$ cat src/rtl/regfile_n.sv
// regfile_n
// ---------------------------------------------------------------------------
// Parametrised architectural register file: DEPTH = 2**ADDR_W registers of
// WIDTH bits, one synchronous byte-enabled write port and two independent
// combinational read ports.
//
// Parameters
//   WIDTH    data width in bits (multiple of 8)
//   ADDR_W   address width
//   ZERO_REG 1 = register 0 is hardwired to zero and ignores writes
//   BYPASS   1 = a read of the register being written this cycle returns the
//            post-write (merged) value; 0 = it returns the stored value
//
// Ports
//   clk       clock, rising edge
//   clr       asynchronous active-low reset, clears every register
//   we        write enable
//   wa        write address
//   wd        write data
//   wbe       byte enables, bit k selects wd[8k+7:8k]
//   ra1/rd1   read port 1 address / data
//   ra2/rd2   read port 2 address / data
// ---------------------------------------------------------------------------
module regfile_n #(
  parameter int WIDTH    = 32,
  parameter int ADDR_W   = 5,
  parameter int ZERO_REG = 1,
  parameter int BYPASS   = 1
) (
  input  logic                 clk,
  input  logic                 clr,
  input  logic                 we,
  input  logic [ADDR_W-1:0]    wa,
  input  logic [WIDTH-1:0]     wd,
  input  logic [WIDTH/8-1:0]   wbe,
  input  logic [ADDR_W-1:0]    ra1,
  output logic [WIDTH-1:0]     rd1,
  input  logic [ADDR_W-1:0]    ra2,
  output logic [WIDTH-1:0]     rd2
);

  localparam int DEPTH = 2 ** ADDR_W;
  localparam int NB    = WIDTH / 8;

  localparam logic [ADDR_W-1:0] ADDR_ZERO = {ADDR_W{1'b0}};
  localparam logic              HAS_ZERO  = (ZERO_REG != 0);
  localparam logic              HAS_BYP   = (BYPASS != 0);

  logic [WIDTH-1:0] mem_r [DEPTH];

  logic             wr_ok_s;
  logic [WIDTH-1:0] merged_s;
  logic             hit1_s;
  logic             hit2_s;

  // Byte-lane merge: enabled lanes from the new data, others keep the old value.
  function automatic logic [WIDTH-1:0] merge_lanes(
    input logic [WIDTH-1:0] old_v,
    input logic [WIDTH-1:0] new_v,
    input logic [NB-1:0]    be
  );
    logic [WIDTH-1:0] res;
    res = old_v;
    for (int k = 0; k < NB; k++) begin
      if (be[k]) begin
        res[8*k +: 8] = new_v[8*k +: 8];
      end else begin
        res[8*k +: 8] = old_v[8*k +: 8];
      end
    end
    return res;
  endfunction

  // Read-port selection: zero register wins over bypass, bypass over storage.
  function automatic logic [WIDTH-1:0] read_sel(
    input logic [ADDR_W-1:0] ra,
    input logic [WIDTH-1:0]  stored,
    input logic              hit,
    input logic [WIDTH-1:0]  merged
  );
    logic [WIDTH-1:0] res;
    if (HAS_ZERO && (ra == ADDR_ZERO)) begin
      res = {WIDTH{1'b0}};
    end else if (hit) begin
      res = merged;
    end else begin
      res = stored;
    end
    return res;
  endfunction

  // Write qualification and the post-write value of the target register.
  // clr gates the write so that bypass cannot leak data while in reset.
  always_comb begin
    wr_ok_s  = 1'b0;
    merged_s = merge_lanes(mem_r[wa], wd, wbe);
    if (clr && we && !(HAS_ZERO && (wa == ADDR_ZERO))) begin
      wr_ok_s = 1'b1;
    end else begin
      wr_ok_s = 1'b0;
    end
  end

  // Bypass hit detection for both read ports.
  always_comb begin
    hit1_s = 1'b0;
    hit2_s = 1'b0;
    if (HAS_BYP && wr_ok_s) begin
      hit1_s = (ra1 == wa);
      hit2_s = (ra2 == wa);
    end else begin
      hit1_s = 1'b0;
      hit2_s = 1'b0;
    end
  end

  // Register storage: async clear, byte-enabled write of the addressed entry.
  always_ff @(posedge clk or negedge clr) begin
    if (!clr) begin
      for (int i = 0; i < DEPTH; i++) begin
        mem_r[i] <= {WIDTH{1'b0}};
      end
    end else if (wr_ok_s) begin
      mem_r[wa] <= merged_s;
    end else begin
      mem_r[wa] <= mem_r[wa];
    end
  end

  // Read port 1.
  always_comb begin
    rd1 = {WIDTH{1'b0}};
    rd1 = read_sel(ra1, mem_r[ra1], hit1_s, merged_s);
  end

  // Read port 2.
  always_comb begin
    rd2 = {WIDTH{1'b0}};
    rd2 = read_sel(ra2, mem_r[ra2], hit2_s, merged_s);
  end

endmodule

$ cat config.mk
export PLATFORM = sky130hd
export DESIGN_NAME = regfile_n
export DESIGN_NICKNAME = d
export VERILOG_FILES = /design/src/rtl/regfile_n.sv
export SDC_FILE = /design/constraint.sdc
export NUM_CORES = 2
export LEC_CHECK = 0
export BUFFER_PORTS_ARGS = -buffer_cell sky130_fd_sc_hd__buf_4
export CAP_MARGIN = 5
export CORE_ASPECT_RATIO = 1.25
export CORE_MARGIN = 2
export CORE_UTILIZATION = 45
export CTS_BUF_LIST = sky130_fd_sc_hd__clkbuf_8
export DETAILED_ROUTE_END_ITERATION = 7
export PLACE_DENSITY_LB_ADDON = 0.12
export RECOVER_POWER = 25
export SLEW_MARGIN = 25
export SYNTH_ARGS = -nofsm -noshare
export SYNTH_HDL_FRONTEND = slang
export SYNTH_SLANG_ARGS = --single-unit
export TNS_END_PERCENT = 5
$ cat constraint.sdc
create_clock -name clk -period 2.3 [get_ports clk]
set_input_delay 0.115 -clock clk [delete_from_list [all_inputs] [get_ports clk]]
set_output_delay 0.115 -clock clk [all_outputs]
set_load 0.005 [all_outputs]
# ---- Yosys cells after proc, flatten, opt, wreduce, memory -nomap -nowiden
# Index checks and enable logic that the tools add are counted.
dict set report classes {
  eq_ne 2
  bitwise_logic 3
  n_mux 25
  magnitude_cmp 4
  n_reduce_logical 7
}
# cell count
set ops {}
lappend ops {{bitwise mux 1024 bit} 2}
lappend ops {{2-to-1 mux 1024 bit} 1}
lappend ops {{binary-select mux 32 bit (select 5 bit)} 3}
lappend ops {{2-to-1 mux 32 bit} 11}
lappend ops {{demux 32 bit (select 5 bit)} 1}
lappend ops {{2-to-1 mux 8 bit} 4}
lappend ops {{>= comparator 6 bit, second input constant} 3}
lappend ops {{NOT 5 -> 6 bit} 3}
lappend ops {{logical NOT 5 bit} 3}
lappend ops {{equality test 5 bit} 2}
lappend ops {{less-than comparator 6 x 1 -> 1 bit, second input constant} 1}
lappend ops {{logical AND 1 bit} 3}
lappend ops {{2-to-1 mux 1 bit} 3}
lappend ops {{logical NOT 1 bit} 1}
dict set report word_totals {
  word_cells 73
  reg_bits 1024
}

# ---- Logic depth before layout (Yosys ltp)
dict set report logic_depth {
  word_depth 7
  mapped_depth 10
}

# ---- Least setup slack after synthesis
# OpenSTA, ideal clock, no wires.
dict set report synth_path {
  path_type {input to register}
  start {input wa[0]}
  end {register mem_r[126] (netlist bit)}
  slack_ps 292
  path_stages 9
  t_arrival_ps 1883
  cell_sequence {buf_4 -> buf_6 -> buf_2 -> mux2i_1 -> o22ai_1 -> nor4_2 -> a31oi_4 -> buf_2 -> mux2_2}
}
dict set report synth_via {
  elab_chain_len 7
  elab_cells_between_ends 17
  classes_between {2 x order compare; 10 x mux; 1 x bitwise; 4 x reduce/logical}
}
# item line
set synth_lines {}
lappend synth_lines {{start: declaration} 33} ;# input logic [ADDR_W-1:0] wa,
lappend synth_lines {{NOT 5 -> 6 bit (not written as such)} {96, 124, 126}}
lappend synth_lines {{>= comparator 6 bit (not written as such), or another cell as far along} {124, 126}}
lappend synth_lines {{logical AND 1 bit (not written as such) or 2-to-1 mux 32 bit (tied branches)} {124, 126, 96}}
lappend synth_lines {{2-to-1 mux 32 bit, on equally long branches} {124, 126, 96}}
lappend synth_lines {{demux 32 bit (select 5 bit) or 2-to-1 mux 8 bit (tied branches)} {124, 126, 65}}
lappend synth_lines {{bitwise mux 1024 bit, on equally long branches} {126, 124}}
lappend synth_lines {{2-to-1 mux 1024 bit *} 123} ;# end else if (wr_ok_s) begin
lappend synth_lines {{end signal: indexed assignment} 121} ;# mem_r[i] <= {WIDTH{1'b0}};
lappend synth_lines {{end signal: indexed assignment} 124} ;# mem_r[wa] <= merged_s;
lappend synth_lines {{end signal: indexed assignment} 126} ;# mem_r[wa] <= mem_r[wa];
lappend synth_lines {{end: declaration} 49} ;# logic [WIDTH-1:0] mem_r [DEPTH];
# Every way passes the cells marked *; elsewhere a longest branch is shown, timed or not. The select of a mux whose other input is x is not followed.

# ---- Final worst setup path
dict set report layout_path {
  start {register mem_r[982] (netlist bit)}
  end {output rd1[22]}
}
dict set report layout_via {
  elab_chain_len 6
  elab_cells_between_ends 9
  classes_between {9 x mux}
}
# item line
set layout_lines {}
lappend layout_lines {{binary-select mux 32 bit (select 5 bit)} 96} ;# merged_s = merge_lanes(mem_r[wa], wd, wbe);
lappend layout_lines {{2-to-1 mux 32 bit (not written as such) (2 in a row)} 96}
lappend layout_lines {{2-to-1 mux 8 bit} 65} ;# if (be[k]) begin
lappend layout_lines {{2-to-1 mux 32 bit *} 84} ;# end else if (hit) begin
lappend layout_lines {{2-to-1 mux 32 bit *} 82} ;# if (HAS_ZERO && (ra == ADDR_ZERO)) begin
lappend layout_lines {{end: declaration} 37} ;# output logic [WIDTH-1:0] rd1,
# Marks and branches as above.

==> flow_metrics.env <==
export IMPL_status="finished with violations"
export IMPL_violations="setup timing"
export IMPL_dr_pass1_iters=5
export IMPL_htreeDepth=4
export IMPL_synth_area_per_cell_sq_um=12.5
export IMPL_rsz0062_at_grt="yes"
export IMPL_setup_ws_ns=-0.601
export IMPL_vias_per_cell=6.89
export IMPL_slew_limit_headroom_pct=22.8
export IMPL_clk_latency_ns=0.95
export IMPL_via_count=53400
export IMPL_seq_power_share_pct=41.8
export IMPL_wirelength_mm=283
export IMPL_drt_iter0_drc=5860
export IMPL_antenna_found_initial=7
export IMPL_grt_overflow=0
export IMPL_clkPwrFrac_pct=27.4
export IMPL_p_comb_share_pct=30.8
export IMPL_hold_path_class="input port to register"
export IMPL_cts_sinks=1024
export IMPL_ys_flop_type="dfrtp_1"
export IMPL_layout_drive_gt1_share_pct=45.5
export IMPL_fmax_ghz=0.345
export IMPL_rows=156
export IMPL_ys_warnings_count=0
export IMPL_path_class="register to output pin"
export IMPL_cts_tree="done"
export IMPL_cp_arrival_ns=2.79
export IMPL_grt_pass1_vias=53600
export IMPL_yosys_area_top_type="dfrtp_1"
export IMPL_largestRegisters="mem_r: 1024 flops"
export IMPL_design_die_area_sq_mm=0.149
export IMPL_port_buffers=117
export IMPL_grt_max_degree=146
export IMPL_ys_types=61
export IMPL_maxSlewViolCount=0
export IMPL_dp_hpwl_mm=183
export IMPL_syn_nets=5307
export IMPL_synth_area_top_cells="dfrtp_1 (39%), mux2_2 (17%), mux2i_1 (16%)"
export IMPL_syn_inst=5253
export IMPL_crit_fanout=4
export IMPL_finish_utilization_pct=55.2
export IMPL_yosysSeqAreaShare_pct=39.1
export IMPL_p_per_area_mw_per_mm2=792
export IMPL_synthArstFlopShare_pct=100
export IMPL_p_leak_nw=36.0
export IMPL_top_register="mem_r"
export IMPL_total_power_mw=63.2
export IMPL_clkTransAtPathRegs_ns=0.06
export IMPL_die_w_um=346
export IMPL_syn_to_final_growth_pct=21.7
export IMPL_grt_pass1_wl_mm=400
export IMPL_worstReg2RegStart="mem_r[982]"
export IMPL_gp_congestion=0.941
export IMPL_core_sq_mm=0.145
export IMPL_die_y_um=431
export IMPL_tns_ns=-69.51
export IMPL_syn_area_sq_mm=0.0656
export IMPL_cp_start_kind="register"
export IMPL_wl_per_cell_um=36.5
export IMPL_swShare_pct=33.9
export IMPL_synth_top_area_share_pct=39.1
export IMPL_cts_buffers=176
export IMPL_fin_hold_ws_ns=0.121
export IMPL_fin_crit_sh_pct=126
export IMPL_internal_power_mw=41.8
export IMPL_p_switching_mw=21.4
export IMPL_synth_seq_cells=1024
export IMPL_ant_nets=0
export IMPL_cp_end_kind="output pin"
export IMPL_setup_viol=291
export IMPL_final_cell_mix="dfrtp_1 (1023), mux2_2 (992), mux2i_1 (981)"
export IMPL_max_cap_violations=0
export IMPL_vdd_drop_max_uv=480
export IMPL_worstPathRequired_ns=2.18
export IMPL_finalCriticalPeriod_ns=2.90
export IMPL_worst_pin_slew_ns=1.16
export IMPL_synth_edf_count=0
export IMPL_initial_core_util_pct=45.4
export IMPL_root_buffer="clkbuf_8"
export IMPL_startpoint="mem_r[982]"
export IMPL_grt_usage_pct=37.6
export IMPL_largest_reg_flops=1024
export IMPL_hold_start="wbe[2]"
export IMPL_drc=0
export IMPL_finalHoldViolations=0
export IMPL_io_pins=118
export IMPL_finalNetCount=5772
export IMPL_final_common_cell="dfrtp_1"
export IMPL_cts_buffer_depth=3
export IMPL_finalClockSkew_ns=0.0362
-- power groups by stage --
stage / Combinational [mW] / Sequential, mW / Clock [mW]
final: 19.5 / 26.5 / 17.3
after floorplan: 12.8 / 25.3 / 0
after global routing: 20.6 / 27.1 / 18.3
after detailed placement: 18.5 / 26.6 / 0
after global placement: 18.3 / 26.4 / 0
after CTS: 19.1 / 26.3 / 17.5
-- cells by family (layout without fill, tap and decap cells) --
logic type	after synthesis	count (layout)	share of synthesized area [%]
AOI/OAI and AO/OA	862	862	10.1
xor gates and xnor gates	10	10	0.133
buffers and inverters	609	1209	4.85
DFF	1024	1024	39.1
muxes	2273	2273	41.6
other	0	6	0
and+or+nand+nor	475	475	4.26
-- timing repair --
action                     in CTS  in global routing
hold buffers                   35                  0
resized for setup             115                 62
cloned                          0                  0
setup endpoints to repair      64                 64
pin swaps                      83                 37
hold endpoints to repair     1315                  0
setup buffers                  30                 11
-- synthesized netlist by cell type (73+ instances only) --
library cell / count
mux2i_1: 1019
dfrtp_1: 1024
buf_2: 155
a221oi_1: 213
clkbuf_1: 269
nand2_1: 73
nor2_1: 124
mux2_2: 992
mux4_2: 262
o21ai_0: 105
buf_4: 137
o22ai_1: 256
-- stage by stage --
step	instances	setup slack [ns]	area (sq um)
floorplan	5253	0.292	65600
global placement	7362	-0.216	74800
detailed placement	7362	-0.218	74800
CTS	7740	-0.646	79500
global route	7751	-0.675	79800
finish	7755	-0.601	79800
-- worst paths after layout --
path / endpoint / slack, ns / cells after the start
setup / recovery: rd1[22] / -0.60 / 6
hold / removal: mem_r[467] / 0.12 / 5
setup reg to reg: mem_r[150] / 0.21 / 8
hold reg to reg: mem_r[998] / 0.42 / 0
max in group asynchronous: mem_r[605] / -0.27 / 5
min in group asynchronous: mem_r[193] / 0.86 / 4
-- cell type report --
type	count	area [sq um]
fill	12300	64800
multi-input combinational	3620	38100
sequential	1024	25600
timing repair buffer	887	10100
clock buffer	228	3140
tap	1896	2370
clock inverter	85	450
inverter	9	41.3
antenna	6	15.0
-- per-layer routing --
layer | global-route usage, % | vias up | share of wire (%)
met5 | 0 | - | 0.0049
met4 | 24.6 | 2 | 7.4
met3 | 7.55 | 934 | 9.1
met2 | 57.4 | 3109 | 44
met1 | 48.6 | 27800 | 39
li1 | - | 21500 | -
-- critical path: stages (launching register included) --
cell and delay [ns]:
dfrtp_1 0.41, mux2i_1 0.20, o22ai_1 0.12, nor4_2 0.39, a31oi_1 0.16, a211o_1 0.39, buf_6 0.16
No activity file was read; power rests on OpenSTA's default activity.
